<file path="config.mk">
export PLATFORM = sky130hd
export DESIGN_NAME = jtpopeye_dwnld_tx_flat
export DESIGN_NICKNAME = d
export VERILOG_FILES = /design/src/rtl/jtpopeye_dwnld_tx_if.sv /design/src/rtl/jtpopeye_dwnld_tx.sv /design/src/flat_wrapper.sv
export SDC_FILE = /design/constraint.sdc
export NUM_CORES = 1
export LEC_CHECK = 0
export CAP_MARGIN = 20
export CORE_MARGIN = 4
export CORE_UTILIZATION = 55
export DETAILED_ROUTE_END_ITERATION = 10
export PLACE_DENSITY = 0.79
export SLEW_MARGIN = 10
export SYNTH_ARGS = -nofsm -noshare
export SYNTH_HDL_FRONTEND = slang
export SYNTH_SLANG_ARGS = --single-unit
</file>
<file path="constraint.sdc">
create_clock -name clk -period 2.09 [get_ports clk]
set_clock_uncertainty 0.1 [all_clocks]
set_input_delay 0.5225 -clock clk [delete_from_list [all_inputs] [get_ports clk]]
set_output_delay 0.5225 -clock clk [all_outputs]
set_load 0.02 [all_outputs]
</file>
<file path="src/rtl/jtpopeye_dwnld_tx_if.sv">
// ioctl download bus from the SPI download receiver to the ROM programming logic.
// Optional JTPOPEYE_DWNLD_CHKSUM_EN adds the running checksum signal.
interface jtpopeye_dwnld_tx_if #(
  parameter int AW    = 22,
  parameter int IDX_W = 8
);
  logic             downloading;
  logic [IDX_W-1:0] ioctl_index;
  logic [AW-1:0]    ioctl_addr;
  logic [7:0]       ioctl_data;
  logic             ioctl_wr;
`ifdef JTPOPEYE_DWNLD_CHKSUM_EN
  logic [7:0]       chksum;

  modport master (output downloading, ioctl_index, ioctl_addr, ioctl_data, ioctl_wr, chksum);
  modport slave  (input  downloading, ioctl_index, ioctl_addr, ioctl_data, ioctl_wr, chksum);
`else
  modport master (output downloading, ioctl_index, ioctl_addr, ioctl_data, ioctl_wr);
  modport slave  (input  downloading, ioctl_index, ioctl_addr, ioctl_data, ioctl_wr);
`endif
endinterface

</file>
<file path="src/rtl/jtpopeye_dwnld_tx.sv">
// SPI file-transfer receiver driving the Popeye ioctl download bus (core clock domain).
// Optional JTPOPEYE_DWNLD_CHKSUM_EN: running 8-bit sum of written bytes on ioctl.chksum.
module jtpopeye_dwnld_tx #(
  parameter int AW    = 22,
  parameter int IDX_W = 8
) (
  input  logic clk,
  input  logic rst,
  input  logic spi_ss_n,
  input  logic spi_sck,
  input  logic spi_sdi,
  jtpopeye_dwnld_tx_if.master ioctl
);

  localparam logic [2:0] IDLE = 3'd0;
  localparam logic [2:0] IDX  = 3'd1;
  localparam logic [2:0] CTRL = 3'd2;
  localparam logic [2:0] DATA = 3'd3;
  localparam logic [2:0] SKIP = 3'd4;

  logic [1:0]       ss_q;
  logic [2:0]       sck_q;
  logic [1:0]       sdi_q;
  logic             ss_hi, sck_rise;

  logic [7:0]       sr_q, sr_d;
  logic [2:0]       cnt_q, cnt_d;
  logic             bdone_q, bdone_d;
  logic [7:0]       byte_q, byte_d;
  logic [2:0]       st_q, st_d;
  logic             dl_q, dl_d;
  logic [IDX_W-1:0] idx_q, idx_d;
  logic [AW-1:0]    addr_q, addr_d;
  logic [AW-1:0]    acnt_q, acnt_d;
  logic [7:0]       data_q, data_d;
  logic             wr_q, wr_d;
`ifdef JTPOPEYE_DWNLD_CHKSUM_EN
  logic [7:0]       sum_q, sum_d;
`endif

  assign ss_hi    = ss_q[1];
  assign sck_rise = sck_q[1] & ~sck_q[2];

  always_comb begin
    sr_d    = sr_q;
    cnt_d   = cnt_q;
    bdone_d = 1'b0;
    byte_d  = byte_q;
    st_d    = st_q;
    dl_d    = dl_q;
    idx_d   = idx_q;
    addr_d  = addr_q;
    acnt_d  = acnt_q;
    data_d  = data_q;
    wr_d    = 1'b0;
`ifdef JTPOPEYE_DWNLD_CHKSUM_EN
    sum_d   = wr_q ? sum_q + data_q : sum_q;
`endif

    if (ss_hi) begin
      cnt_d = '0;
    end else if (sck_rise) begin
      sr_d  = {sr_q[6:0], sdi_q[1]};
      cnt_d = cnt_q + 3'd1;
      if (cnt_q == 3'd7) begin
        bdone_d = 1'b1;
        byte_d  = sr_d;
      end
    end

    // A registered byte_done landing in the same clk as the frame end is dropped
    if (ss_hi) begin
      st_d = IDLE;
    end else if (bdone_q) begin
      case (st_q)
        IDLE: begin
          case (byte_q)
            8'h53:   st_d = IDX;
            8'h54:   st_d = CTRL;
            8'h55:   st_d = DATA;
            default: st_d = SKIP;
          endcase
        end
        IDX: begin
          idx_d = IDX_W'(byte_q);
          st_d  = SKIP;
        end
        CTRL: begin
          if (byte_q == 8'hFF) begin
            dl_d   = 1'b1;
            acnt_d = '0;
`ifdef JTPOPEYE_DWNLD_CHKSUM_EN
            sum_d  = '0;
`endif
          end else if (byte_q == 8'h00) begin
            dl_d = 1'b0;
          end
          st_d = SKIP;
        end
        DATA: begin
          if (dl_q) begin
            data_d = byte_q;
            addr_d = acnt_q;
            wr_d   = 1'b1;
            acnt_d = acnt_q + AW'(1);
          end
        end
        default: st_d = SKIP;
      endcase
    end
  end

  always_ff @(posedge clk) begin
    if (rst) begin
      ss_q    <= '1;
      sck_q   <= '0;
      sdi_q   <= '0;
      sr_q    <= '0;
      cnt_q   <= '0;
      bdone_q <= 1'b0;
      byte_q  <= '0;
      st_q    <= IDLE;
      dl_q    <= 1'b0;
      idx_q   <= '0;
      addr_q  <= '0;
      acnt_q  <= '0;
      data_q  <= '0;
      wr_q    <= 1'b0;
`ifdef JTPOPEYE_DWNLD_CHKSUM_EN
      sum_q   <= '0;
`endif
    end else begin
      ss_q    <= {ss_q[0], spi_ss_n};
      sck_q   <= {sck_q[1:0], spi_sck};
      sdi_q   <= {sdi_q[0], spi_sdi};
      sr_q    <= sr_d;
      cnt_q   <= cnt_d;
      bdone_q <= bdone_d;
      byte_q  <= byte_d;
      st_q    <= st_d;
      dl_q    <= dl_d;
      idx_q   <= idx_d;
      addr_q  <= addr_d;
      acnt_q  <= acnt_d;
      data_q  <= data_d;
      wr_q    <= wr_d;
`ifdef JTPOPEYE_DWNLD_CHKSUM_EN
      sum_q   <= sum_d;
`endif
    end
  end

  assign ioctl.downloading = dl_q;
  assign ioctl.ioctl_index = idx_q;
  assign ioctl.ioctl_addr  = addr_q;
  assign ioctl.ioctl_data  = data_q;
  assign ioctl.ioctl_wr    = wr_q;
`ifdef JTPOPEYE_DWNLD_CHKSUM_EN
  assign ioctl.chksum      = sum_q;
`endif

endmodule

</file>
<file path="src/flat_wrapper.sv">
// flat-port wrapper written by rule: the top's interface ports become plain ports
module jtpopeye_dwnld_tx_flat 
#(
  parameter int AW    = 22,
  parameter int IDX_W = 8
)
  (clk, rst, spi_ss_n, spi_sck, spi_sdi, ioctl_downloading, ioctl_ioctl_index, ioctl_ioctl_addr, ioctl_ioctl_data, ioctl_ioctl_wr);
  jtpopeye_dwnld_tx_if #(.AW(AW), .IDX_W(IDX_W)) ioctl_i ();
  input  logic clk;
  input  logic rst;
  input  logic spi_ss_n;
  input  logic spi_sck;
  input  logic spi_sdi;
  output wire logic [$bits(ioctl_i.downloading)-1:0] ioctl_downloading;
  output wire logic [$bits(ioctl_i.ioctl_index)-1:0] ioctl_ioctl_index;
  output wire logic [$bits(ioctl_i.ioctl_addr)-1:0] ioctl_ioctl_addr;
  output wire logic [$bits(ioctl_i.ioctl_data)-1:0] ioctl_ioctl_data;
  output wire logic [$bits(ioctl_i.ioctl_wr)-1:0] ioctl_ioctl_wr;
  assign ioctl_downloading = ioctl_i.downloading;
  assign ioctl_ioctl_index = ioctl_i.ioctl_index;
  assign ioctl_ioctl_addr = ioctl_i.ioctl_addr;
  assign ioctl_ioctl_data = ioctl_i.ioctl_data;
  assign ioctl_ioctl_wr = ioctl_i.ioctl_wr;
  jtpopeye_dwnld_tx #(.AW(AW), .IDX_W(IDX_W)) u_core (.clk(clk), .rst(rst), .spi_ss_n(spi_ss_n), .spi_sck(spi_sck), .spi_sdi(spi_sdi), .ioctl(ioctl_i));
endmodule
</file>
==> impl_metrics.ini <==
[status]
outcome = finished, final reports clean

[setup_path]
critPathRequiredTime_ns = 1.47
worst-endpoint-arrival_ns = 1.34
timing.critical_path.from_type = flip-flop
timing.critical_path.buf_inv = 1
timing.critical_path.fanout_max = 2
reg2reg_from = u_core.byte_q[0]
category_of_cells_accounting_for_the_largest_share_of_critical_path_delay = buffers and inverters
cp_slowest_cell = sky130_fd_sc_hd__clkdlybuf4s50_1
crit-reg2reg-capture = u_core.acnt_q[16]
r2r_slack_ns = 0.16
critical_path.cell_chain = clkdlybuf4s50_1
worst_setup_path_class = reg -> out
worst-r2r-cell-count = 5
slowest_delay_ns = 0.63
critical_path.endpoint_type = output pin

[layout]
post_route_cells_drive_above_1_share = 0.0954
multi_input_comb_area_um2 = 1770
final-seq-area_um2 = 1820
antennaDiodeCount = 0
layout_commonest_cell = sky130_fd_sc_hd__nand2_1
mostFrequentLayoutCells = sky130_fd_sc_hd__nand2_1, sky130_fd_sc_hd__dfxtp_1, sky130_fd_sc_hd__a21oi_1
fin_nets = 485
post_layout_nonfiller_instances = 559
syn2layout_area_growth_pct = 20.1
filler_cell_count = 536

[power_and_ir_drop]
design_power_total_uw = 2940
total_leakage_power_uw = 0.00156
power_density_nw_per_um2 = 657
vdd.ir_drop.worst_mv = 0.370

[grt]
globalRouteOverflowTotal = 0
grt_util_all_layers = 0.208
first_global_vias = 3001
grt_start_max_net_pins = 31
first_pass_grt_wire_length_mm = 14.0
antenna_found_initial = 0

[clock_network]
ctsRootBufferMaster = sky130_fd_sc_hd__clkbuf_8
cts.htree.levels = 3
worst_skew_pair.late_latency_ns = 0.36
clock-sinks = 91
tritoncts = yes
clkSlewWorstSetupHoldPaths_ns = 0.09
tritoncts_buffers = 9
post_cts_repair_timing_setup_buffer_count = 0
max-clock-path-buffers = 2

[place]
io_buffer_count = 44
dp_hpwl_mm = 5.70
preCtsSetupSlack_ns = 0.201
placedCellCount = 543
place_congestion = 0.855

[synthesis]
synth_fp_nets = 438
ys_async_sr_fraction = 0
top_cell_type_by_total_area_after_synthesis = sky130_fd_sc_hd__dfxtp_1
yosys_warnings = 0
synth.yosys.seq_area_share = 0.489
ys_dominant_reg_cell = sky130_fd_sc_hd__dfxtp_1
syn-instance-count = 430
synth.ff_latch_count = 91
syn_area_per_cell_um2 = 8.67
netlist.area_leader.share = 0.489
synth_area_um2 = 3730
synth_cell_types = 46
number_of_flops_mapped_to_enable_cells_by_yosys = 0
synth.top_cells.by_area = sky130_fd_sc_hd__dfxtp_1, sky130_fd_sc_hd__nand2_1, sky130_fd_sc_hd__a21oi_1, sky130_fd_sc_hd__mux2i_1, sky130_fd_sc_hd__nor2_1

[timing]
setup_viol = 0
finalSetupTns_ns = 0
final.setup.worst_slack_ns = 0.126
fmaxAchievable_mhz = 509
tightestPinTransition_ns = 0.584
whs_ns = 0.318
rsz0062_at_grt = false
slew_headroom = 0.610
min_period_ns = 1.96
layout_worst_path_cycle_share = 0.940
max_slew_violations = 0
final_hold_viol_count = 0

[min_path]
hold_path_class = in -> reg
holdPathEnd = u_core.sck_q[0]
min_path_cells = 2
min-delay-start = rst

[detailed_routing]
detail_route.wl_per_cell_um = 14.7
vias_per_cell = 5.82
drtIter0Drc = 202
detailed_router_iteration_count_before_antenna_repair = 5
routed_wl_mm = 8.22
remaining_drc_errors = 0
via_count = 3252
drtAntennaViolNets = 0

[job]
max_cap_viol_count = 0

[die]
dieWidth_um = 90.3
initial_utilization = 0.577
core-area_um2 = 6460
ioPinCount = 45
die_area_um2 = 8160
floorplan.rows = 29
die_height_um = 90.3
==> state kept, by name, indices dropped and copies added, names as in the netlist <==
register and cells:
u_core.sdi_q 2, u_core.st_q 3, u_core.bdone_q 1, u_core.ioctl.ioctl_data 8
u_core.ss_q 2, u_core.ioctl.ioctl_index 8, u_core.cnt_q 3, u_core.sr_q 7
u_core.byte_q 8, u_core.ioctl.downloading 1, u_core.ioctl.ioctl_wr 1, u_core.acnt_q 22
u_core.ioctl.ioctl_addr 22, u_core.sck_q 3
==> worst max path at each step <==
stage / cells after the start / slack, ns / to / from
final: 1 / 0.13 / ioctl_ioctl_index[2] / u_core.ioctl.ioctl_index[2]
after global routing: 5 / 0.02 / u_core.acnt_q[19] / u_core.byte_q[0]
after CTS: 1 / 0.02 / ioctl_downloading / u_core.ioctl.downloading
after detailed placement: 5 / 0.20 / u_core.acnt_q[16] / u_core.acnt_q[0]
after global placement: 5 / 0.28 / u_core.acnt_q[16] / u_core.acnt_q[0]
after floorplan: 5 / 0.36 / u_core.acnt_q[18] / u_core.acnt_q[0]
==> metrics by stage <==
step	utilization	instance area, um^2
after global placement	0.664	4290
after floorplan	-	3730
after detailed placement	0.664	4290
after global routing	0.694	4480
final	0.694	4480
after CTS	0.693	4480
==> per-layer routing <==
| layer | vias to the layer above | part of all wire | GRT usage |
|---|---|---|---|
| li1 | 1604 | - | - |
| met1 | 1501 | 0.47 | 0.285 |
| met2 | 124 | 0.46 | 0.316 |
| met3 | 23 | 0.050 | 0.0375 |
| met4 | 0 | 0.024 | 0.102 |
| met5 | - | 0 | 0 |
==> synthesized netlist by cell type (2+ instances only) <==
library cell	n
sky130_fd_sc_hd__a31oi_1	4
sky130_fd_sc_hd__dfxtp_1	91
sky130_fd_sc_hd__nor3_1	6
sky130_fd_sc_hd__o21ai_0	4
sky130_fd_sc_hd__clkbuf_1	15
sky130_fd_sc_hd__a21oi_1	51
sky130_fd_sc_hd__nor4_1	5
sky130_fd_sc_hd__nor2_1	25
sky130_fd_sc_hd__ha_1	3
sky130_fd_sc_hd__or3_1	3
sky130_fd_sc_hd__inv_1	3
sky130_fd_sc_hd__and3_1	3
sky130_fd_sc_hd__nor2b_1	6
sky130_fd_sc_hd__buf_2	8
sky130_fd_sc_hd__nand2b_1	8
sky130_fd_sc_hd__a311oi_1	2
sky130_fd_sc_hd__nand2_1	94
sky130_fd_sc_hd__or2_2	4
sky130_fd_sc_hd__nor3b_1	2
sky130_fd_sc_hd__nand3b_1	2
sky130_fd_sc_hd__o21ai_1	3
sky130_fd_sc_hd__o31ai_1	7
sky130_fd_sc_hd__nand3_1	14
sky130_fd_sc_hd__a41oi_1	3
sky130_fd_sc_hd__buf_6	2
sky130_fd_sc_hd__and4_1	5
sky130_fd_sc_hd__mux2i_1	23
sky130_fd_sc_hd__or4_1	10
sky130_fd_sc_hd__nand4_1	7
==> power by group <==
group	total [uW]	leakage, uW	switching [uW]	internal, uW
sequential	1740	0.000734	2.70	1740
clock	1150	0.0000962	681	467
combinational	53.3	0.000732	34.8	18.5
total	2940	0.00156	719	2220
==> layout make-up <==
type | count | area share
multi-input combinational | 309 | 0.394
clock inverter | 7 | 0.0151
inverter | 3 | 0.00251
timing repair buffer | 63 | 0.132
tap | 77 | 0.0215
clock buffer | 9 | 0.0277
sequential | 91 | 0.407
==> kinds of logic (layout without fill, tap and decap cells) <==
kind of cell / Yosys count / in the layout / share of synthesized area
xor+xnor: 1 / 1 / 0.00235
fa+ha+maj: 3 / 3 / 0.0101
compound gates: 80 / 80 / 0.126
simple gates: 202 / 202 / 0.273
mux: 23 / 23 / 0.0617
buf+inv: 30 / 82 / 0.0379
flops: 91 / 91 / 0.489
==> what timing repair did <==
item                                    4_1_cts  5_1_grt
resized for setup                             0        1
hold buffers                                  0        0
endpoints found under the setup margin        0        1
hold endpoints to repair                      0        0
(Power assumes the default switching activity.)
